[src/rtl/regfile_np_pkg.sv]
// Shared defaults and small helpers for the parametrised register file.
// Imported by the register file top and its read-mux sub-module.
package regfile_np_pkg;

   localparam int DEFAULT_WIDTH = 32;
   localparam int DEFAULT_DEPTH = 32;
   localparam int DEFAULT_NREAD = 2;
   localparam int ZERO_REG_ADDR = 0;

   // Low bit of field 'port' inside a packed bus of equal-width fields.
   function automatic int sliceLo(input int port, input int fieldWidth);
      return port * fieldWidth;
   endfunction

endpackage

[src/rtl/regfile_np_mux.sv]
// N:1 read multiplexer built as a binary tree of 2:1 stages.
// N must be a power of two; select bit l-1 steers tree level l.
module mux_n
   import regfile_np_pkg::*;
#(
   parameter int N     = DEFAULT_DEPTH,
   parameter int WIDTH = DEFAULT_WIDTH
) (
   input  logic [N*WIDTH-1:0]     dataIn,
   input  logic [$clog2(N)-1:0]   sel,
   output logic [WIDTH-1:0]       dataOut
);

   localparam int LEVELS = $clog2(N);

   // Level 0 holds the raw inputs; each later level halves the candidate count.
   for (genvar l = 0; l <= LEVELS; l++) begin : g_lvl
      logic [(N>>l)*WIDTH-1:0] bus;
      if (l == 0) begin : g_leaves
         assign bus = dataIn;
      end else begin : g_pairs
         for (genvar j = 0; j < (N>>l); j++) begin : g_mux2
            assign bus[sliceLo(j, WIDTH) +: WIDTH] = sel[l-1]
               ? g_lvl[l-1].bus[sliceLo(2*j+1, WIDTH) +: WIDTH]
               : g_lvl[l-1].bus[sliceLo(2*j, WIDTH) +: WIDTH];
         end
      end
   end

   assign dataOut = g_lvl[LEVELS].bus;

endmodule

[src/rtl/regfile_np.sv]
// Parametrised multi-port register file with write-to-read bypass,
// optional hardwired-zero register 0 and optional registered read ports.
module regfile_np
   import regfile_np_pkg::*;
#(
   parameter int WIDTH    = DEFAULT_WIDTH,
   parameter int DEPTH    = DEFAULT_DEPTH,
   parameter int NREAD    = DEFAULT_NREAD,
   parameter int READ_REG = 0,
   parameter int ZERO_REG = 1
) (
   input  logic                          clock,
   input  logic                          ctrl_reset,
   input  logic                          ctrl_writeEnable,
   input  logic [$clog2(DEPTH)-1:0]      ctrl_writeRegister,
   input  logic [WIDTH-1:0]              data_writeReg,
   input  logic [NREAD-1:0]              ctrl_readValid,
   input  logic [NREAD*$clog2(DEPTH)-1:0] ctrl_readRegister,
   output logic [NREAD*WIDTH-1:0]        data_readReg,
   output logic [NREAD-1:0]              data_readValid
);

   localparam int AW = $clog2(DEPTH);

   logic [DEPTH*WIDTH-1:0] arrayFlat;
   logic                   writeToZero;
   logic                   writeLive;

   assign writeToZero = (ZERO_REG != 0) && (ctrl_writeRegister == AW'(ZERO_REG_ADDR));
   // A write is visible to readers only if it will actually land in the array.
   assign writeLive   = ctrl_writeEnable && !ctrl_reset && !writeToZero;

   for (genvar e = 0; e < DEPTH; e++) begin : g_entry
      logic [WIDTH-1:0] entry;
      logic             entryWrite;

      assign entryWrite = writeLive && (ctrl_writeRegister == AW'(e));

      always_ff @(posedge clock) begin
         if (ctrl_reset) begin
            entry <= '0;
         end else if (entryWrite) begin
            entry <= data_writeReg;
         end
      end

      assign arrayFlat[sliceLo(e, WIDTH) +: WIDTH] = entry;
   end

   for (genvar p = 0; p < NREAD; p++) begin : g_port
      logic [AW-1:0]    addr;
      logic [WIDTH-1:0] muxData;
      logic [WIDTH-1:0] nextData;

      assign addr = ctrl_readRegister[sliceLo(p, AW) +: AW];

      mux_n #(
         .N     (DEPTH),
         .WIDTH (WIDTH)
      ) u_mux (
         .dataIn  (arrayFlat),
         .sel     (addr),
         .dataOut (muxData)
      );

      // Zero register wins over bypass, bypass wins over stored contents.
      always_comb begin
         nextData = muxData;
         if ((ZERO_REG != 0) && (addr == AW'(ZERO_REG_ADDR))) begin
            nextData = '0;
         end else if (writeLive && (addr == ctrl_writeRegister)) begin
            nextData = data_writeReg;
         end
      end

      if (READ_REG != 0) begin : g_regd
         logic [WIDTH-1:0] dataQ;
         logic             validQ;

         // Idle ports keep their last data so downstream can hold operands.
         always_ff @(posedge clock) begin
            if (ctrl_reset) begin
               dataQ  <= '0;
               validQ <= 1'b0;
            end else begin
               validQ <= ctrl_readValid[p];
               if (ctrl_readValid[p]) begin
                  dataQ <= nextData;
               end
            end
         end

         assign data_readReg[sliceLo(p, WIDTH) +: WIDTH] = dataQ;
         assign data_readValid[p]                        = validQ;
      end else begin : g_comb
         assign data_readReg[sliceLo(p, WIDTH) +: WIDTH] = nextData;
         assign data_readValid[p]                        = ctrl_readValid[p];
      end
   end

endmodule
[config.mk]
export PLATFORM = sky130hd
export DESIGN_NAME = regfile_np
export DESIGN_NICKNAME = d
export VERILOG_FILES = /design/src/rtl/regfile_np_pkg.sv /design/src/rtl/regfile_np_mux.sv /design/src/rtl/regfile_np.sv
export SDC_FILE = /design/constraint.sdc
export NUM_CORES = 2
export LEC_CHECK = 0
export CAP_MARGIN = 20
export CORE_MARGIN = 2
export CORE_UTILIZATION = 25
export CTS_BUF_LIST = sky130_fd_sc_hd__clkbuf_8 sky130_fd_sc_hd__clkbuf_16
export CTS_CLUSTER_SIZE = 30
export DETAILED_ROUTE_END_ITERATION = 8
export PLACE_DENSITY = 0.48
export SLEW_MARGIN = 20
export SYNTH_ARGS = -nofsm -noshare
export SYNTH_HDL_FRONTEND = slang
export SYNTH_SLANG_ARGS = --single-unit
[constraint.sdc]
create_clock -name clock -period 12.2 [get_ports clock]
set_clock_uncertainty 0.15 [all_clocks]
set_input_delay 3.66 -clock clock [delete_from_list [all_inputs] [get_ports clock]]
set_output_delay 3.66 -clock clock [all_outputs]
set_load 0.005 [all_outputs]
* After elaboration in Yosys (flattened, before gate mapping)
Cells that the tools add are included.
** Storage, ports and cells
- Register bits :: 1024
- Output and inout bits :: 66
** Cells by class
- Reductions and logical operators :: 41
- Equality and inequality tests :: 33
- Multiplexer cells :: 66
** Operators by type and width (number)
- $mux W32 :: 66
- $eq A5 B5 Y1 const B :: 16
- $eq A5 B4 Y1 const B :: 8
- $logic_and A1 B1 Y1 :: 36
- $eq A5 B3 Y1 const B :: 4
- $logic_not A5 Y1 :: 3
- $eq A5 B2 Y1 const B :: 2
- $eq A5 B5 Y1 :: 2
- $eq A5 B1 Y1 const B :: 1
- $logic_not A1 Y1 :: 2

* Longest topological paths before layout
- Depth in word-level cells :: 7
- Mapped depth :: 10
- Mapped depth without buffers :: 5

* Modules after synthesis
Synthesis repeated with hierarchy kept, for this count alone.
** Unflattened totals
- Cells, all modules :: 7070
- Area total of the unflattened synthesis :: 56993.4 um^2
** By module, submodules not included
- regfile_np :: area each 39218.9 um^2, times used 1, cells an instance 4754, seq. area each 20499.7 um^2
- mux_n :: area each 8887.3 um^2, times used 2, cells an instance 1158, seq. area each 0.0 um^2

* Least setup slack after synthesis
Ideal clock, no wire load.
- Path type :: input-to-output
- Start point :: in ctrl_readRegister[1]
- End point :: out data_readReg[10]
- Buffers on the path :: 3
- Stages on the path :: 7
- Arrival time :: 5.309 ns
- Data required time :: 8.390 ns
- Setup slack :: 3.081 ns
- Cells stage by stage :: buf_2 buf_2 buf_1 mux4_2 a211oi_1 a211oi_1 a211o_1
** On the way
- Cells in the longest elaborated chain, start to end :: 6
- Elaborated cells between the ends (all ways) :: 20
- Classes of those cells :: eq/ne: 1; mux: 17; reduce/logical: 2
** Ends and longest elaborated chain
- start, declared :: line regfile_np.sv:18 : input logic [NREAD*$clog2(DEPTH)-1:0] ctrl_readRegister,
- $mux W32 (4 in series) :: line regfile_np_mux.sv:24 : ? g_lvl[l-1].bus[sliceLo(2*j+1, WIDTH) +: WIDTH]
- $mux W32 :: line regfile_np.sv:71 : end else if (writeLive && (addr == ctrl_writeRegister)) begin
- $mux W32 (*) :: line regfile_np.sv:69 : if ((ZERO_REG != 0) && (addr == AW'(ZERO_REG_ADDR))) begin
- end, declared :: line regfile_np.sv:19 : output logic [NREAD*WIDTH-1:0] data_readReg,
Mark *: on every way between the ends. The rest lies on a longest branch, timed or not.

* Worst setup path after layout
- Start point :: in ctrl_writeRegister[3]
- End point :: out data_readReg[34]
** On the way
- Cells in the longest elaborated chain, start to end :: 6
- Elaborated cells between the ends (all ways) :: 7
- Classes of those cells :: eq/ne: 1; mux: 2; reduce/logical: 4
** Ends and longest elaborated chain
- start, declared :: line regfile_np.sv:15 : input logic [$clog2(DEPTH)-1:0] ctrl_writeRegister,
- $logic_not A5 Y1 :: line regfile_np.sv:29 : assign writeToZero = (ZERO_REG != 0) && (ctrl_writeRegister == AW'(ZERO_REG_ADDR));
- $logic_not A1 Y1 :: line regfile_np.sv:31 : assign writeLive = ctrl_writeEnable && !ctrl_reset && !writeToZero;
- $logic_and A1 B1 Y1 :: line regfile_np.sv:31
- $logic_and A1 B1 Y1 (*) :: line regfile_np.sv:71
- $mux W32 (*) :: line regfile_np.sv:71
- $mux W32 (*) :: line regfile_np.sv:69
Marked as above.

==> reports/results.ini <==
[run_status]
status = finished clean

[routing]
vias = 47100
post_drt_wl_per_cell_um = 27.1
dr.pass1.iters = 6
viasPerCell = 5.42
wirelength_um = 236000
drc_errors = 0
ant_nets = 0
first_iter_violations = 5564

[sta]
setup_tns_ns = 0
period_needed_ns = 11.29
finalHoldViolCount = 0
whs_ns = 0.314
rsz0062_at_grt = false
finalWorstSetupSlack_ns = 0.905
fin_crit_sh_pct = 92.6
fmax_mhz = 88.5
finalSetupViolations = 0
slew_headroom_pct = 23.1
tightest_slew_ns = 1.15
slew_violations = 0

[critical_path]
cp_data_required_time_ns = 8.39
cp-end-kind = output pin
criticalPathCategory = in -> out
crit_fanout = 23
arrival_ns = 7.48
start_kind = primary input
critPathLaunch = ctrl_writeRegister[3]
reg2reg_from = g_entry[10].entry[29]$_SDFFE_PP0P_

[layout]
largest_registers = g_entry.entry x1024
area_growth_pct = 14.2
fill_cells = 21900
multi_input_area_um2 = 29500
final_nets = 5859
area.sequential_um2 = 20500
largest-register = g_entry.entry
drive_gt1_share_pct = 15.6
stdcell_area_um2 = 60200
largest_register_ffs = 1024
utilization_pct = 28.7

[clock_tree]
post_cts_resized = 0
cts.sinks = 1024
cts.reportedPaths.clkPinSlew_ns = 0.05
root_buffer = clkbuf_16
holdBufCountCts = 0
numCtsBuffers = 109
clockBufferDepth = 3
cts_tree = yes
clk-insertion-delay-late_ns = 0.73
cts_max_level = 3
postCtsSetupBuffers = 0

[floorplanning]
dieArea_um2 = 215000
initial_core_util_pct = 25.2
io_pins = 118
fp-row-count = 168
die_w_um = 463
die-height_um = 463
core_um2 = 210000

[global_routing]
grt_usage_pct = 21.2
grt-ovfl-total = 0
grt_pass1_vias = 44600
grt_max_degree = 130
grt_antenna_before_repair = 12
grt_pass1_wl_um = 335000

[placed_design]
pre_cts_ws_ns = 1.05
port_buffers = 113
hpwl_um = 142000
postPlaceCellArea_um2 = 56400
globalplace.congestion = 0.882

[synth]
ys_ff_latch = 1024
ys_types = 70
synth_area_leaders = dfxtp_1 (39%), mux4_2 (18%), nand2_1 (14%), a21oi_1 (9.9%), mux2i_1 (3.8%)
yosysSeqAreaShare_pct = 38.9
yosys.area.top_type = dfxtp_1
synth_edf_count = 0
synth_warnings = 0
synthCells = 6020
async_flop_share_pct = 0
syn_area_um2 = 52700
ys_dominant_reg_cell = dfxtp_1
syn_nets = 6072
syn_area_per_cell_um2 = 8.76
synth_top_area_share_pct = 38.9

[hold_path]
holdCritPathClass = reg -> reg
hold_path.startpoint = g_entry[2].entry[25]$_SDFFE_PP0P_

[power_and_ir_drop]
power.density_nw_per_um2 = 126
p_leak_uw = 0.0190
ir_worst_vdd_v = 0.0000998

[run]
drv_cap = 0

## worst max-delay path, cell delays in order
cell and delay, ns:
clkdlybuf4s50_1 0.86, or4_1 0.24, o21bai_1 0.11, or4_2 1.02, a211oi_1 0.90, clkdlybuf4s50_1 0.67
## synthesized netlist by cell type (5+ instances only)
library cell / instances
clkbuf_2: 12
a22oi_1: 79
nand3_1: 9
buf_4: 21
nand2b_1: 11
o22a_1: 6
mux2i_1: 200
buf_2: 93
o211ai_1: 5
nor3_1: 38
clkbuf_8: 11
buf_12: 5
buf_8: 12
a21oi_1: 1046
o21ai_0: 19
nor3b_1: 9
o31ai_1: 8
mux2_2: 6
a211o_1: 32
mux4_1: 9
buf_1: 14
nor2_1: 79
nor2b_1: 67
nor4_1: 11
nand3b_1: 6
buf_6: 19
a22o_1: 15
xnor2_1: 9
o21a_1: 9
a221oi_1: 45
clkbuf_1: 459
o22ai_1: 29
dfxtp_1: 1024
mux4_2: 427
nand2_1: 2034
a211oi_1: 71
a221o_1: 17
## cell usage in the layout, fill, tap and decap left out, drive strengths merged, types with 17 or more instances in the layout
cell type      instances
a221oi                46
dfxtp               1024
a211oi                71
mux4                 438
a21oi               1046
nor2b                 67
a211o                 32
buf                  221
nor3                  38
mux2i                200
clkinv                19
a221o                 17
o21ai                 19
a22oi                 79
nor2                  82
clkbuf               144
nand2               2035
o22ai                 29
clkdlybuf4s50        102
inv                   26
## layout make-up
| class | instances | area share, % |
|---|---|---|
| antenna | 3 | 0.0125 |
| clock buffer | 143 | 5.38 |
| clock inverter | 52 | 0.835 |
| inverter | 5 | 0.0312 |
| multi-input combinational | 4343 | 49.0 |
| sequential | 1024 | 34.0 |
| tap | 2805 | 5.83 |
| timing repair buffer | 324 | 4.87 |
## worst paths after layout
check	depth (start not counted)	end	slack [ns]
max	6	data_readReg[34]	0.91
max reg2reg	2	g_entry[10].entry[29]$_SDFFE_PP0P_	11.36
min reg2reg	2	g_entry[2].entry[25]$_SDFFE_PP0P_	0.31
min	2	g_entry[2].entry[25]$_SDFFE_PP0P_	0.31
## metrics by stage
step,total power [uW],std cells
floorplan,3830,6020
finish,7610,8699
CTS,7630,8695
global placement,4120,8500
detailed placement,4120,8500
global route,7780,8699
## metal layers
metal / vias to the layer above / GRT usage (%) / part of all wire (%)
li1: 20600 / - / -
met1: 23500 / 26.8 / 39
met2: 2421 / 34.0 / 46
met3: 586 / 3.56 / 8.4
met4: 10 / 12.2 / 6.1
met5: - / 0 / 0.029
## cell families (layout without fill, tap and decap cells)
| family | count (synthesis) | count (layout) | share of synthesized area, % |
|---|---|---|---|
| AOI/OAI and AO/OA | 1399 | 1399 | 15.2 |
| xor gates and xnor gates | 10 | 10 | 0.166 |
| buffers and inverters | 653 | 524 | 5.98 |
| DFF | 1024 | 1024 | 38.9 |
| muxes | 644 | 644 | 22.7 |
| other | 0 | 3 | 0 |
| and+or+nand+nor | 2290 | 2290 | 17.1 |
## report_power, final
part	switching (uW)	internal, uW	total [uW]
Combinational	481	212	693
Sequential	9.46	3360	3370
Clock	1500	2060	3550
(Power assumes the default switching activity.)
